**config.mk**
```make
export PLATFORM = sky130hd
export DESIGN_NAME = mem_arbiter
export DESIGN_NICKNAME = d
export VERILOG_FILES = /design/src/rtl/mem_arbiter.sv
export SDC_FILE = /design/constraint.sdc
export NUM_CORES = 1
export LEC_CHECK = 0
export CAP_MARGIN = 5
export CORE_MARGIN = 8
export CORE_UTILIZATION = 42
export CTS_CLUSTER_SIZE = 28
export DETAILED_ROUTE_END_ITERATION = 16
export PLACE_DENSITY = 0.79
export SLEW_MARGIN = 40
export SYNTH_ARGS = -nofsm -noshare
export SYNTH_HDL_FRONTEND = slang
export SYNTH_SLANG_ARGS = --single-unit
```
**constraint.sdc**
```tcl
create_clock -name clock -period 5.3 [get_ports clock]
set_input_delay 1.06 -clock clock [delete_from_list [all_inputs] [get_ports clock]]
set_output_delay 1.06 -clock clock [all_outputs]
set_load 0.1 [all_outputs]
```
**src/rtl/mem_arbiter.sv**
```systemverilog
// rtl/mem_arbiter.sv - single-port memory arbiter between instruction fetch and data access
//
// Purpose: gives the one unified memory port to either the fetch path (IF) or
// the load/store path (DM). DM normally wins when both ask at once. An IF
// starvation counter lets IF win after STARVE_LIMIT DM grants taken while IF
// was waiting. The memory may take several cycles, signalled by i_mem_ready.
// A transfer that waits TIMEOUT cycles is aborted and flagged on o_bus_error.
//
// Ports:
//   clock, reset           system clock; asynchronous active-high reset
//   i_if_req, i_if_addr    fetch request (level) and address
//   o_if_rdata, o_if_ack   fetched word and one-cycle completion pulse
//   i_dm_req, i_dm_we      data request (level); 1 = store, 0 = load
//   i_dm_addr, i_dm_wdata  data address and store data
//   o_dm_rdata, o_dm_ack   load data and one-cycle completion pulse
//   o_mem_en, o_mem_we     memory strobe and write enable
//   o_mem_addr, o_mem_wdata memory address and write data
//   i_mem_rdata, i_mem_ready memory read data and completion
//   o_owner                00 none, 01 IF, 10 DM
//   o_bus_error            pulses together with the ack of an aborted transfer
module mem_arbiter #(
    parameter int ADDR_WIDTH   = 32,
    parameter int DATA_WIDTH   = 32,
    parameter int STARVE_LIMIT = 4,
    parameter int TIMEOUT      = 15
) (
    input  logic                  clock,
    input  logic                  reset,
    input  logic                  i_if_req,
    input  logic [ADDR_WIDTH-1:0] i_if_addr,
    output logic [DATA_WIDTH-1:0] o_if_rdata,
    output logic                  o_if_ack,
    input  logic                  i_dm_req,
    input  logic                  i_dm_we,
    input  logic [ADDR_WIDTH-1:0] i_dm_addr,
    input  logic [DATA_WIDTH-1:0] i_dm_wdata,
    output logic [DATA_WIDTH-1:0] o_dm_rdata,
    output logic                  o_dm_ack,
    output logic                  o_mem_en,
    output logic                  o_mem_we,
    output logic [ADDR_WIDTH-1:0] o_mem_addr,
    output logic [DATA_WIDTH-1:0] o_mem_wdata,
    input  logic [DATA_WIDTH-1:0] i_mem_rdata,
    input  logic                  i_mem_ready,
    output logic [1:0]            o_owner,
    output logic                  o_bus_error
);

    localparam int SW = $clog2(STARVE_LIMIT + 1);
    localparam int TW = $clog2(TIMEOUT + 1);

    localparam logic [1:0] OWN_NONE = 2'b00;
    localparam logic [1:0] OWN_IF   = 2'b01;
    localparam logic [1:0] OWN_DM   = 2'b10;

    typedef enum logic [1:0] {S_IDLE, S_BUSY, S_RESP} state_t;

    state_t                r_state;
    logic [SW-1:0]         r_starve_cnt;
    logic [TW-1:0]         r_timeout_cnt;
    logic [DATA_WIDTH-1:0] r_if_rdata;
    logic [DATA_WIDTH-1:0] r_dm_rdata;
    logic                  r_if_ack;
    logic                  r_dm_ack;
    logic                  r_mem_en;
    logic                  r_mem_we;
    logic [ADDR_WIDTH-1:0] r_mem_addr;
    logic [DATA_WIDTH-1:0] r_mem_wdata;
    logic [1:0]            r_owner;
    logic                  r_bus_error;

    logic w_if_wins;
    logic w_starved;
    logic w_done;
    logic w_abort;

    // IF wins when alone, or when it has been passed over STARVE_LIMIT times.
    assign w_starved = (r_starve_cnt == SW'(STARVE_LIMIT));
    assign w_if_wins = i_if_req && (!i_dm_req || w_starved);
    // A ready in the last allowed cycle still counts as a normal completion.
    assign w_abort   = !i_mem_ready && (r_timeout_cnt == TW'(TIMEOUT - 1));
    assign w_done    = i_mem_ready || w_abort;

    always_ff @(posedge clock or posedge reset) begin
        if (reset) begin
            r_state       <= S_IDLE;
            r_starve_cnt  <= '0;
            r_timeout_cnt <= '0;
            r_if_rdata    <= '0;
            r_dm_rdata    <= '0;
            r_if_ack      <= 1'b0;
            r_dm_ack      <= 1'b0;
            r_mem_en      <= 1'b0;
            r_mem_we      <= 1'b0;
            r_mem_addr    <= '0;
            r_mem_wdata   <= '0;
            r_owner       <= OWN_NONE;
            r_bus_error   <= 1'b0;
        end else begin
            case (r_state)
                S_IDLE: begin
                    if (i_if_req || i_dm_req) begin
                        r_state       <= S_BUSY;
                        r_mem_en      <= 1'b1;
                        r_timeout_cnt <= '0;
                        if (w_if_wins) begin
                            r_owner      <= OWN_IF;
                            r_mem_we     <= 1'b0;
                            r_mem_addr   <= i_if_addr;
                            r_mem_wdata  <= '0;
                            r_starve_cnt <= '0;
                        end else begin
                            r_owner     <= OWN_DM;
                            r_mem_we    <= i_dm_we;
                            r_mem_addr  <= i_dm_addr;
                            r_mem_wdata <= i_dm_wdata;
                            if (i_if_req && !w_starved) begin
                                r_starve_cnt <= r_starve_cnt + 1'b1;
                            end
                        end
                    end
                end
                S_BUSY: begin
                    r_timeout_cnt <= r_timeout_cnt + 1'b1;
                    if (w_done) begin
                        // Stores never touch dm_rdata; aborted reads return zero.
                        if (r_owner == OWN_IF) begin
                            r_if_rdata <= w_abort ? '0 : i_mem_rdata;
                            r_if_ack   <= 1'b1;
                        end else begin
                            if (!r_mem_we) begin
                                r_dm_rdata <= w_abort ? '0 : i_mem_rdata;
                            end
                            r_dm_ack <= 1'b1;
                        end
                        r_bus_error <= w_abort;
                        r_mem_en    <= 1'b0;
                        r_mem_we    <= 1'b0;
                        r_mem_addr  <= '0;
                        r_mem_wdata <= '0;
                        r_owner     <= OWN_NONE;
                        r_state     <= S_RESP;
                    end
                end
                S_RESP: begin
                    r_if_ack      <= 1'b0;
                    r_dm_ack      <= 1'b0;
                    r_bus_error   <= 1'b0;
                    r_timeout_cnt <= '0;
                    r_state       <= S_IDLE;
                end
                default: begin
                    r_state <= S_IDLE;
                end
            endcase
        end
    end

    assign o_if_rdata  = r_if_rdata;
    assign o_if_ack    = r_if_ack;
    assign o_dm_rdata  = r_dm_rdata;
    assign o_dm_ack    = r_dm_ack;
    assign o_mem_en    = r_mem_en;
    assign o_mem_we    = r_mem_we;
    assign o_mem_addr  = r_mem_addr;
    assign o_mem_wdata = r_mem_wdata;
    assign o_owner     = r_owner;
    assign o_bus_error = r_bus_error;

endmodule
```
Word-level counts from Yosys, hierarchy flattened
Index checks and enable logic that the tools add are counted.
Storage, ports and cells
  bits in registers: 144
  bits in latches: 0
  RAM bits: 0
  memory bits (read-only): 0
  input port bits: 134
  output and inout port bits: 135
  memories kept: 0
Operators by class
  add/subtract/negate cells: 2
  multipliers: 0
  div/mod/pow operators: 0
  magnitude comparators: 0
  equality and inequality tests: 9
  shift-type cells: 0
  multiplexer cells: 33
  bitwise logic cells: 2
  reduce and logical (&&, ||, !) cells: 23
Operator list (number)
  32-bit 2-to-1 mux: 6
  32-bit case mux with 2 select lines: 2
  3-bit AND reduction: 5
  4-bit case mux with 3 select lines: 1
  2-bit 2-to-1 mux: 5
  1-bit case mux with 2 select lines: 5
  1-bit 2-to-1 mux: 9
  2-bit inequality test, second input constant: 4
  2-bit case mux with 2 select lines: 2
  3-bit 2-to-1 mux: 2
  2-bit AND reduction: 3
  2-bit nonzero test: 3
  4-bit by 1-bit adder with 4-bit output, second input constant: 1
  2-bit by 1-bit equality test with 1-bit output, second input constant: 2
  4-bit equality test, second input constant: 1
  4-bit 2-to-1 mux: 1
  4-bit AND reduction: 1
  3-bit by 1-bit adder with 3-bit output, second input constant: 1
  3-bit equality test, second input constant: 1
  1-bit logical AND: 3
  1-bit logical NOT: 3
  1-bit logical OR: 3
  3-bit nonzero test: 1
  2-bit equality test, second input constant: 1
  2 further kinds: 3

Logic depth before layout (Yosys ltp)
Gate-level depths: netlist of run 1.
  word-level depth: 6
  mapped depth: 9
  mapped depth without buffers: 6

Worst setup path after synthesis of run 1
Ideal clock, no wire load.
  path kind: input -> register
  start point: input port i_dm_req
  end point: register r_mem_wdata[10] (netlist: o_mem_wdata[10])
  library setup time: 0.122 ns
  arrival: 2.046 ns
  data required time: 5.178 ns
  path slack: 3.132 ns
  stages: 6
  path buffers: 2
  cell sequence: or3b_1 o211a_2 buf_2 buf_6 nand3_1 nand2_1
Between the ends
  longest elaborated chain between the ends: 6
RTL lines
  start, declared: line 33  | input logic i_dm_req,
  1-bit logical NOT: line 79  | assign w_if_wins = i_if_req && (!i_dm_req || w_starved);
  1-bit logical OR: line 79
  1-bit logical AND: line 79
  32-bit 2-to-1 mux: line 106  | if (w_if_wins) begin
  32-bit 2-to-1 mux: line 102  | if (i_if_req || i_dm_req) begin
  32-bit case mux with 2 select lines: line 100  | case (r_state)
  end signal, assigned: line 116  | r_mem_wdata <= i_dm_wdata;
  end, declared: line 68  | logic [DATA_WIDTH-1:0] r_mem_wdata;
Parallel ways exist; a longest one is shown, timed or not. The select of a mux whose other input is x is not followed.
A chain may end at the register's enable or synchronous reset.

Worst setup path after layout of run 1
  start point: input port i_if_req
  end point: register r_mem_wdata[30] (netlist: o_mem_wdata[30])
Between the ends
  longest elaborated chain between the ends: 4
RTL lines
  start, declared: line 29  | input logic i_if_req,
  1-bit logical AND: line 79
  32-bit 2-to-1 mux: line 106
  32-bit 2-to-1 mux: line 102
  32-bit case mux with 2 select lines: line 100
Parallel ways exist; a longest one is shown, timed or not. The select of a mux whose other input is x is not followed.

==> reports/qor.csv, run 1 <==
stage;metric;value;unit
sta;RSZ-0062 raised after global routing;false;
clocking;root buffer cell;clkbuf_16;
place;GPL Wtd Cong;0.790;
clocking;Clk Latency, worst-skew pair;410;ps
cells_and_area;multi-input logic area;2120;um2
hold_path;Worst Hold Class;reg2reg;
sta;Worst slew margin;53.3;%
place;worst slack at placement;1980;ps
floorplan;Rows;43;
sta;Clock Skew;8.20;ps
clocking;CTS tree;yes;
drt;routed length on met1;7370;um
place;port bufs;268;
sta;# setup viols final;0;
cells_and_area;# diodes;0;
drt;met3 wire length;2130;um
cells_and_area;Final Util;62.1;%
worst_setup_path;required time worst endpoint;5650;ps
clocking;Num Clock Sinks;144;
sta;Slew Viols, Final;0;
hold_path;hold endpoint;o_mem_wdata[26];
clocking;clock slew at reported path FFs;50;ps
global_routing;vias in the first global route;5363;
sta;Min Clock Period, post-route;2920;ps
sta;final setup TNS;0;ps
clocking;Clock Tree Buf Depth;2;
drt;met2 wire len;8680;um
worst_setup_path;crit end category;flop;
global_routing;largest net degree at the start of global routing;94;
drt;vias post-DR;5273;
outcome;status;completed;
sta;Final WS setup;2380;ps
hold_path;hold wc startpoint;o_mem_wdata[26];
synth;dominant cell type by area after synthesis;dfrtp_1;
clocking;setup bufs post-CTS;0;
global_routing;gr ovfl total;0;
hold_path;Hold Crit Depth;2;
synth;Avg Cell Area, Syn;9.64;um2
worst_setup_path;crit path kind;in2reg;
synth;syn nets;761;
sta;final hold vios;0;
synth;#FFs+latches synth;144;
clocking;CTS-repair resized insts;0;
drt;per-cell routed wire length;17.4;um
drt;DR iter-0 viols;308;
worst_setup_path;Reg2Reg Setup Slack;2650;ps
floorplan;I/O pin count;269;
worst_setup_path;worst r2r path cells;7;
floorplan;core box area;13900;um2
sta;f_max;0.342;GHz
clocking;CTS Buf Count;17;
drt;DRT Wirelength;18500;um
drt;ANT nets after route;0;
floorplan;Die Wd;135;um
sta;Slew @ Worst Pin;700;ps
synth;Mapped Cells;618;
drt;remaining routing DRC violations;0;
drt;Pre-antenna DRT Iters;6;
worst_setup_path;r2r endpoint;o_mem_wdata[30];
global_routing;GR Util All Layers;20.4;%
worst_setup_path;RR Startpoint;r_state[1];
synth;synth top area cells;dfrtp_1 60%, nand2_1 11%, a221oi_1 4.6%, nor2_1 4.0%, o21ai_0 3.5%;
cells_and_area;fillers;1212;
drt;uppermost layer routed;met4;
global_routing;first-pass GRT wire length;29100;um
sta;period utilization;55.1;%
cells_and_area;nets@finish;1013;
job;MaxCap Viol Count;0;
place;post-detail-place hpwl;13600;um
cells_and_area;FF/Latch Area;3600;um2
synth;Unique masters post-synth;34;
drt;Vias/cell;4.97;
synth;Synth top area share;60.5;%
worst_setup_path;Max FO, Critical Path;36;
synth;register area share after synthesis;60.5;%
cells_and_area;layout cells sized above 1;20.5;%
floorplan;Starting Density;42.9;%
floorplan;Total Die Area;18300;um2
global_routing;antenna violations before repair;0;
floorplan;Die H;135;um
synth;YS warnings;0;
cells_and_area;Syn-to-layout area delta;44.7;%
synth;Mapped Area;5960;um2
worst_setup_path;crit path launch type;input port;
sta;minimum hold slack;459;ps
worst_setup_path;data arrival time of the critical path;3270;ps
clocking;# hold bufs at CTS;0;
clocking;CTS H-tree lvls;4;
[routing by layer]
layer | vias to the layer above | global-route usage, %
met5 | - | 0
met4 | 0 | 7.40
met3 | 18 | 8.95
met2 | 230 | 32.4
met1 | 2444 | 24.0
li1 | 2581 | -
[how the worst max path moves through the flow]
stage	startpoint	to	slack, ps
after global placement	i_if_req	o_mem_wdata[18]	2010
after CTS	i_if_req	o_mem_wdata[11]	2420
after floorplan	reset	o_bus_error	370
after detailed placement	i_if_req	o_mem_wdata[30]	1980
final	i_if_req	o_mem_wdata[30]	2380
after global routing	i_if_req	o_mem_wdata[30]	2250
[cell families after synthesis]
logic type	share of synthesized area, %
and+or+nand+nor	19.9
adders and majority gates	1.89
DFF	60.5
buffers and inverters	4.41
AOI/OAI and AO/OA	13.1
muxes	0.189
[sequential cells by signal (all words and copies together) (netlist names), 2 cells and up]
register	count
o_dm_rdata	32
o_if_rdata	32
o_mem_addr	32
o_mem_wdata	32
r_timeout_cnt	4
r_starve_cnt	3
o_owner	2
r_state	2
[layout by cell type, fill, tap and decap left out, types with 2 or more instances in the layout]
| cell type | count |
|---|---|
| or2_2 | 2 |
| clkbuf_8 | 5 |
| clkbuf_16 | 17 |
| o21ai_1 | 33 |
| a31oi_1 | 2 |
| a21oi_1 | 3 |
| nor2b_1 | 2 |
| inv_1 | 6 |
| a22o_1 | 2 |
| o21ai_0 | 42 |
| nor2_1 | 64 |
| nand3_1 | 35 |
| clkdlybuf4s50_1 | 133 |
| o31ai_1 | 2 |
| ha_1 | 9 |
| buf_4 | 7 |
| nand2b_1 | 3 |
| a221oi_1 | 31 |
| clkbuf_1 | 3 |
| bufinv_16 | 2 |
| dfrtp_1 | 144 |
| clkinv_2 | 2 |
| buf_2 | 135 |
| nand2_1 | 180 |
[cells in the mapped netlist]
cell type	instances
inv_1	7
nor3b_1	1
ha_1	9
nand2b_1	3
clkbuf_1	15
or3_1	1
a21bo_2	1
mux2_2	1
nor2b_1	2
or2_2	2
or3b_1	1
dfrtp_1	144
o31ai_1	2
o32a_1	1
a31o_2	1
o211a_2	1
buf_6	6
a221oi_1	31
o21ai_0	42
a21oi_1	4
a21o_1	1
a22o_1	2
nor2_1	64
o21ai_1	33
and2_1	1
buf_2	18
o211ai_2	1
a31oi_1	2
buf_4	3
nand2_1	180
nand4b_1	1
nand3_1	35
a32oi_1	1
nand4b_2	1
[critical path, stage by stage]
cell	delay [ps]
clkdlybuf4s50_1	600
or3b_1	230
o211a_2	640
buf_4	480
nand3_1	130
nand2_1	90
[area by class of cell]
cell class	instances	area share (%)
clock buffer	25	5.86
inverter	7	0.392
timing repair buffer	275	23.9
sequential	144	41.8
clock inverter	5	0.900
tap	180	2.61
multi-input combinational	425	24.6
[per-stage QoR]
stage	instance area (um2)	instances
finish	8620	1061
CTS	8620	1061
floorplan	5960	618
global placement	8710	1031
detailed placement	8040	1031
global route	8620	1061
Power of run 1 is left out: the tool's default activity adds up to more than one toggle a clock period on the data nets, which glitch-free logic cannot reach.
==> run 2: changes to the inputs <==
--- a/config.mk
+++ b/config.mk
@@ -7,10 +7,10 @@
 export LEC_CHECK = 0
 export CAP_MARGIN = 5
 export CORE_MARGIN = 8
-export CORE_UTILIZATION = 42
+export CORE_UTILIZATION = 38
 export CTS_CLUSTER_SIZE = 28
 export DETAILED_ROUTE_END_ITERATION = 16
-export PLACE_DENSITY = 0.79
+export PLACE_DENSITY = 0.75
 export SLEW_MARGIN = 40
 export SYNTH_ARGS = -nofsm -noshare
 export SYNTH_HDL_FRONTEND = slang
==> constraint.sdc (replaced) <==
create_clock -name clock -period 2.6 [get_ports clock]
set_input_delay 0.52 -clock clock [delete_from_list [all_inputs] [get_ports clock]]
set_output_delay 0.52 -clock clock [all_outputs]
set_load 0.1 [all_outputs]
==> run 2 against run 1 <==
Effect of this change:
- worst setup slack worse by 1900 ps
- die area up 9.3%
- register-to-register slack worse by 2200 ps
- highest routed layer unchanged
- worst hold slack better by 6.1 ps
- via count up 0.21%
- clock-buffer cell count down 6
- clock skew down 2.7 ps
- final cell count up 3.7%
- critical path type is now reg2reg
- non-clock buffer count up 6
- critical endpoint is now o_mem_wdata[19]
==> reports/qor.csv, run 2 (synthesized netlist as in run 1, its figures left out) <==
stage;metric;value;unit;change
outcome;status;completed;;
global_routing;antenna violations before repair;0;;unchanged
clocking;# hold bufs at CTS;0;;unchanged
cells_and_area;Final Util;59.8;%;-2.3 points
worst_setup_path;crit path launch type;flop;;
floorplan;core box area;15300;um2;+9.9%
clocking;CTS tree;yes;;
worst_setup_path;WP buf/inv;2;;unchanged
global_routing;largest net degree at the start of global routing;94;;unchanged
worst_setup_path;largest delay contributor family on the critical path;compound AO/OA/AOI/OAI gates;;
sta;period utilization;81.2;%;
clocking;Num Clock Sinks;144;;unchanged
sta;# setup viols final;0;;unchanged
place;GPL Wtd Cong;0.788;;-0.29%
worst_setup_path;crit path launch;r_state[0];;
worst_setup_path;critical-path cell list;inv_1 -> ha_1 -> or3b_1 -> o211a_2 -> buf_12 -> nand3_1 -> nand2_1;;
sta;Final WS setup;488;ps;-1890 ps
floorplan;Rows;45;;+4.7%
sta;Slew Viols, Final;0;;unchanged
drt;Pre-antenna DRT Iters;4;;-2
drt;vias post-DR;5284;;+0.21%
floorplan;Starting Density;39.0;%;-3.9 points
sta;final hold vios;0;;unchanged
worst_setup_path;crit end category;flop;;
sta;Clock Skew;5.45;ps;-2.75 ps
cells_and_area;nets@finish;1019;;+0.59%
worst_setup_path;CP max stage delay;600;ps;-40 ps
cells_and_area;fillers;1325;;+9.3%
place;post-detail-place hpwl;13700;um;+1.4%
global_routing;GR Util All Layers;19.0;%;-1.4 points
place;port bufs;268;;unchanged
cells_and_area;commonest cells after routing, fill and taps aside;180 x nand2_1, 144 x dfrtp_1, 142 x buf_4;;
place;worst slack at placement;222;ps;-1760 ps
drt;Vias/cell;4.80;;-3.3%
worst_setup_path;data arrival time of the critical path;2460;ps;-810 ps
sta;RSZ-0062 raised after global routing;false;;
global_routing;gr ovfl total;0;;unchanged
drt;per-cell routed wire length;17.0;um;-2.4%
clocking;Clk Latency, worst-skew pair;410;ps;about the same
floorplan;I/O pin count;269;;unchanged
clocking;root buffer cell;clkbuf_16;;
floorplan;Die Wd;141;um;+4.5%
global_routing;vias in the first global route;5459;;+1.8%
sta;final setup TNS;0;ps;unchanged
worst_setup_path;Max FO, Critical Path;27;;-25%
worst_setup_path;required time worst endpoint;2950;ps;-2700 ps
clocking;setup bufs post-CTS;0;;unchanged
sta;Min Clock Period, post-route;2110;ps;
clocking;CTS-repair resized insts;0;;unchanged
global_routing;first-pass GRT wire length;29500;um;+1.4%
clocking;Clock Tree Buf Depth;2;;unchanged
clocking;CTS Buf Count;17;;unchanged
drt;met3 wire length;2420;um;+13%
worst_setup_path;RR Startpoint;r_state[0];;
drt;met2 wire len;8450;um;-2.6%
worst_setup_path;slowest stage cell on the critical path;o211a_2;;
floorplan;Die H;141;um;+4.5%
drt;uppermost layer routed;met4;;
cells_and_area;most common cell after layout, fill and taps aside;nand2_1;;
sta;minimum hold slack;465;ps;+6.10 ps
drt;remaining routing DRC violations;0;;unchanged
hold_path;hold wc startpoint;o_mem_wdata[28];;
sta;f_max;0.473;GHz;
worst_setup_path;crit path kind;reg2reg;;
drt;DR iter-0 viols;361;;+17%
hold_path;Worst Hold Class;reg2reg;;
cells_and_area;Syn-to-layout area delta;53.3;%;
cells_and_area;# diodes;0;;unchanged
job;MaxCap Viol Count;0;;unchanged
floorplan;Total Die Area;19900;um2;+9.3%
sta;Worst slew margin;57.1;%;+3.8 points
clocking;clock slew at reported path FFs;60;ps;about the same
drt;routed length on met1;7430;um;+0.87%
drt;DRT Wirelength;18700;um;+1.2%
cells_and_area;layout cells sized above 1;21.4;%;+0.83 points
clocking;CTS H-tree lvls;4;;unchanged
sta;Slew @ Worst Pin;644;ps;-56.6 ps
drt;ANT nets after route;0;;unchanged
[run 2: path summary, 6_finish.rpt]
path,to,slack [ps],cells after the start
setup / recovery,o_mem_wdata[19],490,7
hold / removal,o_mem_wdata[28],460,2
setup reg to reg,o_mem_wdata[19],490,7
hold reg to reg,o_mem_wdata[28],460,2
max in group asynchronous,o_if_rdata[17],1470,3
min in group asynchronous,o_mem_addr[4],590,3
[run 2: tightest hold or removal path, stage by stage (launching register included)]
cell	delay, ps
dfrtp_1	340
nand2_1	50
nand2_1	50
[run 2: final cells by class]
class / instances / area (um2) / share of cell area [%]
well taps: 211 / 264 / 2.89
flip-flops and latches: 144 / 3600 / 39.5
multi-input cells: 425 / 2110 / 23.1
inverters: 7 / 30.0 / 0.329
clock buffers: 19 / 443 / 4.85
clock inverters: 13 / 160 / 1.75
repair buffers: 281 / 2520 / 27.6
[run 2: per-stage QoR]
| step | cell area (um2) | instances |
|---|---|---|
| 2_1_floorplan | 5960 | 618 |
| 3_3_place_gp | 8530 | 1068 |
| 3_5_place_dp | 8530 | 1068 |
| 4_1_cts | 9130 | 1100 |
| 5_1_grt | 9130 | 1100 |
| 6_report | 9130 | 1100 |
[run 2: layer usage]
| metal | GRT usage, % | up-vias |
|---|---|---|
| met4 | 8.26 | 0 |
| met1 | 22.1 | 2428 |
| met2 | 29.1 | 232 |
| met3 | 9.42 | 25 |
| li1 | - | 2599 |
| met5 | 0 | - |
Power of run 2 is left out for the same reason.
==> run 3: changes to the inputs <==
--- a/config.mk
+++ b/config.mk
@@ -7,10 +7,10 @@
 export LEC_CHECK = 0
 export CAP_MARGIN = 5
 export CORE_MARGIN = 8
-export CORE_UTILIZATION = 38
+export CORE_UTILIZATION = 42
 export CTS_CLUSTER_SIZE = 28
 export DETAILED_ROUTE_END_ITERATION = 16
-export PLACE_DENSITY = 0.75
+export PLACE_DENSITY = 0.79
 export SLEW_MARGIN = 40
 export SYNTH_ARGS = -nofsm -noshare
 export SYNTH_HDL_FRONTEND = slang
==> constraint.sdc (replaced) <==
create_clock -name clock -period 2.05 [get_ports clock]
set_input_delay 0.41 -clock clock [delete_from_list [all_inputs] [get_ports clock]]
set_output_delay 0.41 -clock clock [all_outputs]
set_load 0.1 [all_outputs]
==> run 3 against run 2 <==
Effect of this change:
- critical path depth increased by 2
- wire length rose by 1.6%
- worst hold slack got worse by 200 ps
- flip-flop and latch count did not move
- sequential share of layout area is 0.99 points lower
- worst setup slack got worse by 370 ps
- utilization is 7.6 points higher
- critical endpoint is now o_mem_addr[0]
==> reports/qor.csv, run 3 (synthesized netlist as in run 1, its figures left out) <==
stage;metric;value;unit;change
drt;ANT nets after route;0;;unchanged
sta;period utilization;94.2;%;+13 points
worst_setup_path;crit path launch type;flop;;
clocking;clock slew at reported path FFs;60;ps;about the same
floorplan;Starting Density;42.9;%;+3.9 points
drt;per-cell routed wire length;17.4;um;+2.1%
sta;Min Clock Period, post-route;1930;ps;-180 ps
floorplan;core box area;13900;um2;-9.0%
floorplan;Die Wd;135;um;-4.3%
cells_and_area;Syn-to-layout area delta;57.2;%;
worst_setup_path;crit path kind;reg2reg;;
cells_and_area;Final Util;67.5;%;+7.6 points
worst_setup_path;RR Startpoint;r_state[1];;
worst_setup_path;crit path launch;r_state[1];;
worst_setup_path;data arrival time of the critical path;2220;ps;-240 ps
worst_setup_path;CP max stage delay;400;ps;-200 ps
place;post-detail-place hpwl;14300;um;+4.4%
cells_and_area;layout cells sized above 1;24.5;%;+3.1 points
clocking;Clock Tree Buf Depth;2;;unchanged
drt;Vias/cell;4.98;;+3.8%
floorplan;Total Die Area;18300;um2;-8.5%
drt;DRT Wirelength;19000;um;+1.6%
clocking;root buffer cell;clkbuf_16;;
drt;vias post-DR;5453;;+3.2%
clocking;Clk Latency, worst-skew pair;410;ps;about the same
clocking;Num Clock Sinks;144;;unchanged
sta;Slew @ Worst Pin;382;ps;-261 ps
global_routing;gr ovfl total;0;;unchanged
sta;final hold vios;0;;unchanged
outcome;status;completed;;
sta;f_max;0.518;GHz;+9.3%
global_routing;vias in the first global route;5617;;+2.9%
cells_and_area;commonest cells after routing, fill and taps aside;180 x nand2_1, 160 x buf_4, 144 x dfrtp_1;;
floorplan;Rows;43;;-4.4%
clocking;CTS H-tree lvls;4;;unchanged
worst_setup_path;Max FO, Critical Path;27;;unchanged
drt;remaining routing DRC violations;0;;unchanged
sta;Slew Viols, Final;0;;unchanged
global_routing;first-pass GRT wire length;30000;um;+1.7%
global_routing;antenna violations before repair;1;;+1
place;port bufs;268;;unchanged
sta;Worst slew margin;74.5;%;+17 points
global_routing;largest net degree at the start of global routing;72;;-23%
worst_setup_path;critical-path cell list;inv_2 -> ha_2 -> buf_4 -> nor2b_1 -> and2_1 -> buf_12 -> buf_4 -> a221oi_1 -> nor2_1;;
worst_setup_path;most frequent CP cell;buf_4;;
place;GPL Wtd Cong;0.834;;+5.9%
cells_and_area;nets@finish;1044;;+2.5%
clocking;CTS tree;yes;;
sta;# setup viols final;0;;unchanged
floorplan;Die H;135;um;-4.3%
sta;final setup TNS;0;ps;unchanged
cells_and_area;most common cell after layout, fill and taps aside;nand2_1;;
worst_setup_path;crit end category;flop;;
floorplan;I/O pin count;269;;unchanged
sta;Clock Skew;7.14;ps;+1.69 ps
clocking;CTS Buf Count;17;;unchanged
global_routing;GR Util All Layers;21.1;%;+2.1 points
hold_path;Worst Hold Class;in2async;;
job;MaxCap Viol Count;0;;unchanged
worst_setup_path;slowest stage cell on the critical path;dfrtp_1;;
drt;Pre-antenna DRT Iters;5;;+1
worst_setup_path;required time worst endpoint;2340;ps;-610 ps
cells_and_area;# diodes;0;;unchanged
drt;DR iter-0 viols;258;;-29%
run 3: cell types whose count changed in the layout (fill, tap and decap cells not counted), sizes merged:
cell and change:
buf +25, bufinv -2, clkinv +2, inv -2
clkbuf +1, clkinvlp +1
run 3: metal layers:
layer	wire length (um)	vias to the layer above	share of wire [%]	global-route usage, %
li1	-	2652	-	-
met5	13	-	0.068	0
met1	7310	2535	39	24.4
met3	2170	26	11	9.73
met4	414	2	2.2	8.27
met2	9080	238	48	33.2
run 3: per-stage QoR:
step                      hold WS (ps)  cell area (um2)  std cells  setup WS, ps
after floorplan                    451             5960        618          -165
after global placement             451             8730       1061         -72.9
after detailed placement           457             8730       1061         -90.9
after CTS                          241             9310       1093          32.7
after global routing               256             9370       1094         -3.67
final                              260             9370       1094           118
run 3: layout make-up:
class                           count  area [um2]
Clock buffer                       20         467
Clock inverter                     12         111
Fill cell                        1104        4520
Inverter                            7        30.0
Multi-Input combinational cell    425        2140
Sequential cell                   144        3600
Tap cell                          180         225
Timing Repair Buffer              306        2780
run 3: worst max-delay path: cells and delay by family (launching register included):
family / cells / cell delay, ps
buffers and inverters: 4 / 570
AND/OR/NAND/NOR: 3 / 320
flip-flops: 1 / 400
adder cells (fa/ha/maj): 1 / 210
AO/OA/AOI/OAI: 1 / 310
run 3: final timing paths:
path / endpoint / slack [ps] / cells past startpoint
max in group asynchronous: o_dm_rdata[21] / 1180 / 3
max: o_mem_addr[0] / 120 / 9
max reg2reg: o_mem_addr[0] / 120 / 9
min reg2reg: o_mem_wdata[22] / 460 / 2
min: o_mem_addr[14] / 260 / 2
min in group clock: o_mem_wdata[22] / 460 / 2
run 3: repair_timing:
| item | in CTS | in global routing |
|---|---|---|
| buffers inserted | 0 | 1 |
| endpoints found under the setup margin | 5 | 98 |
| hold buffers | 0 | 0 |
| pin swaps | 0 | 1 |
| resized for setup | 1 | 8 |
Power of run 3 is left out for the same reason.
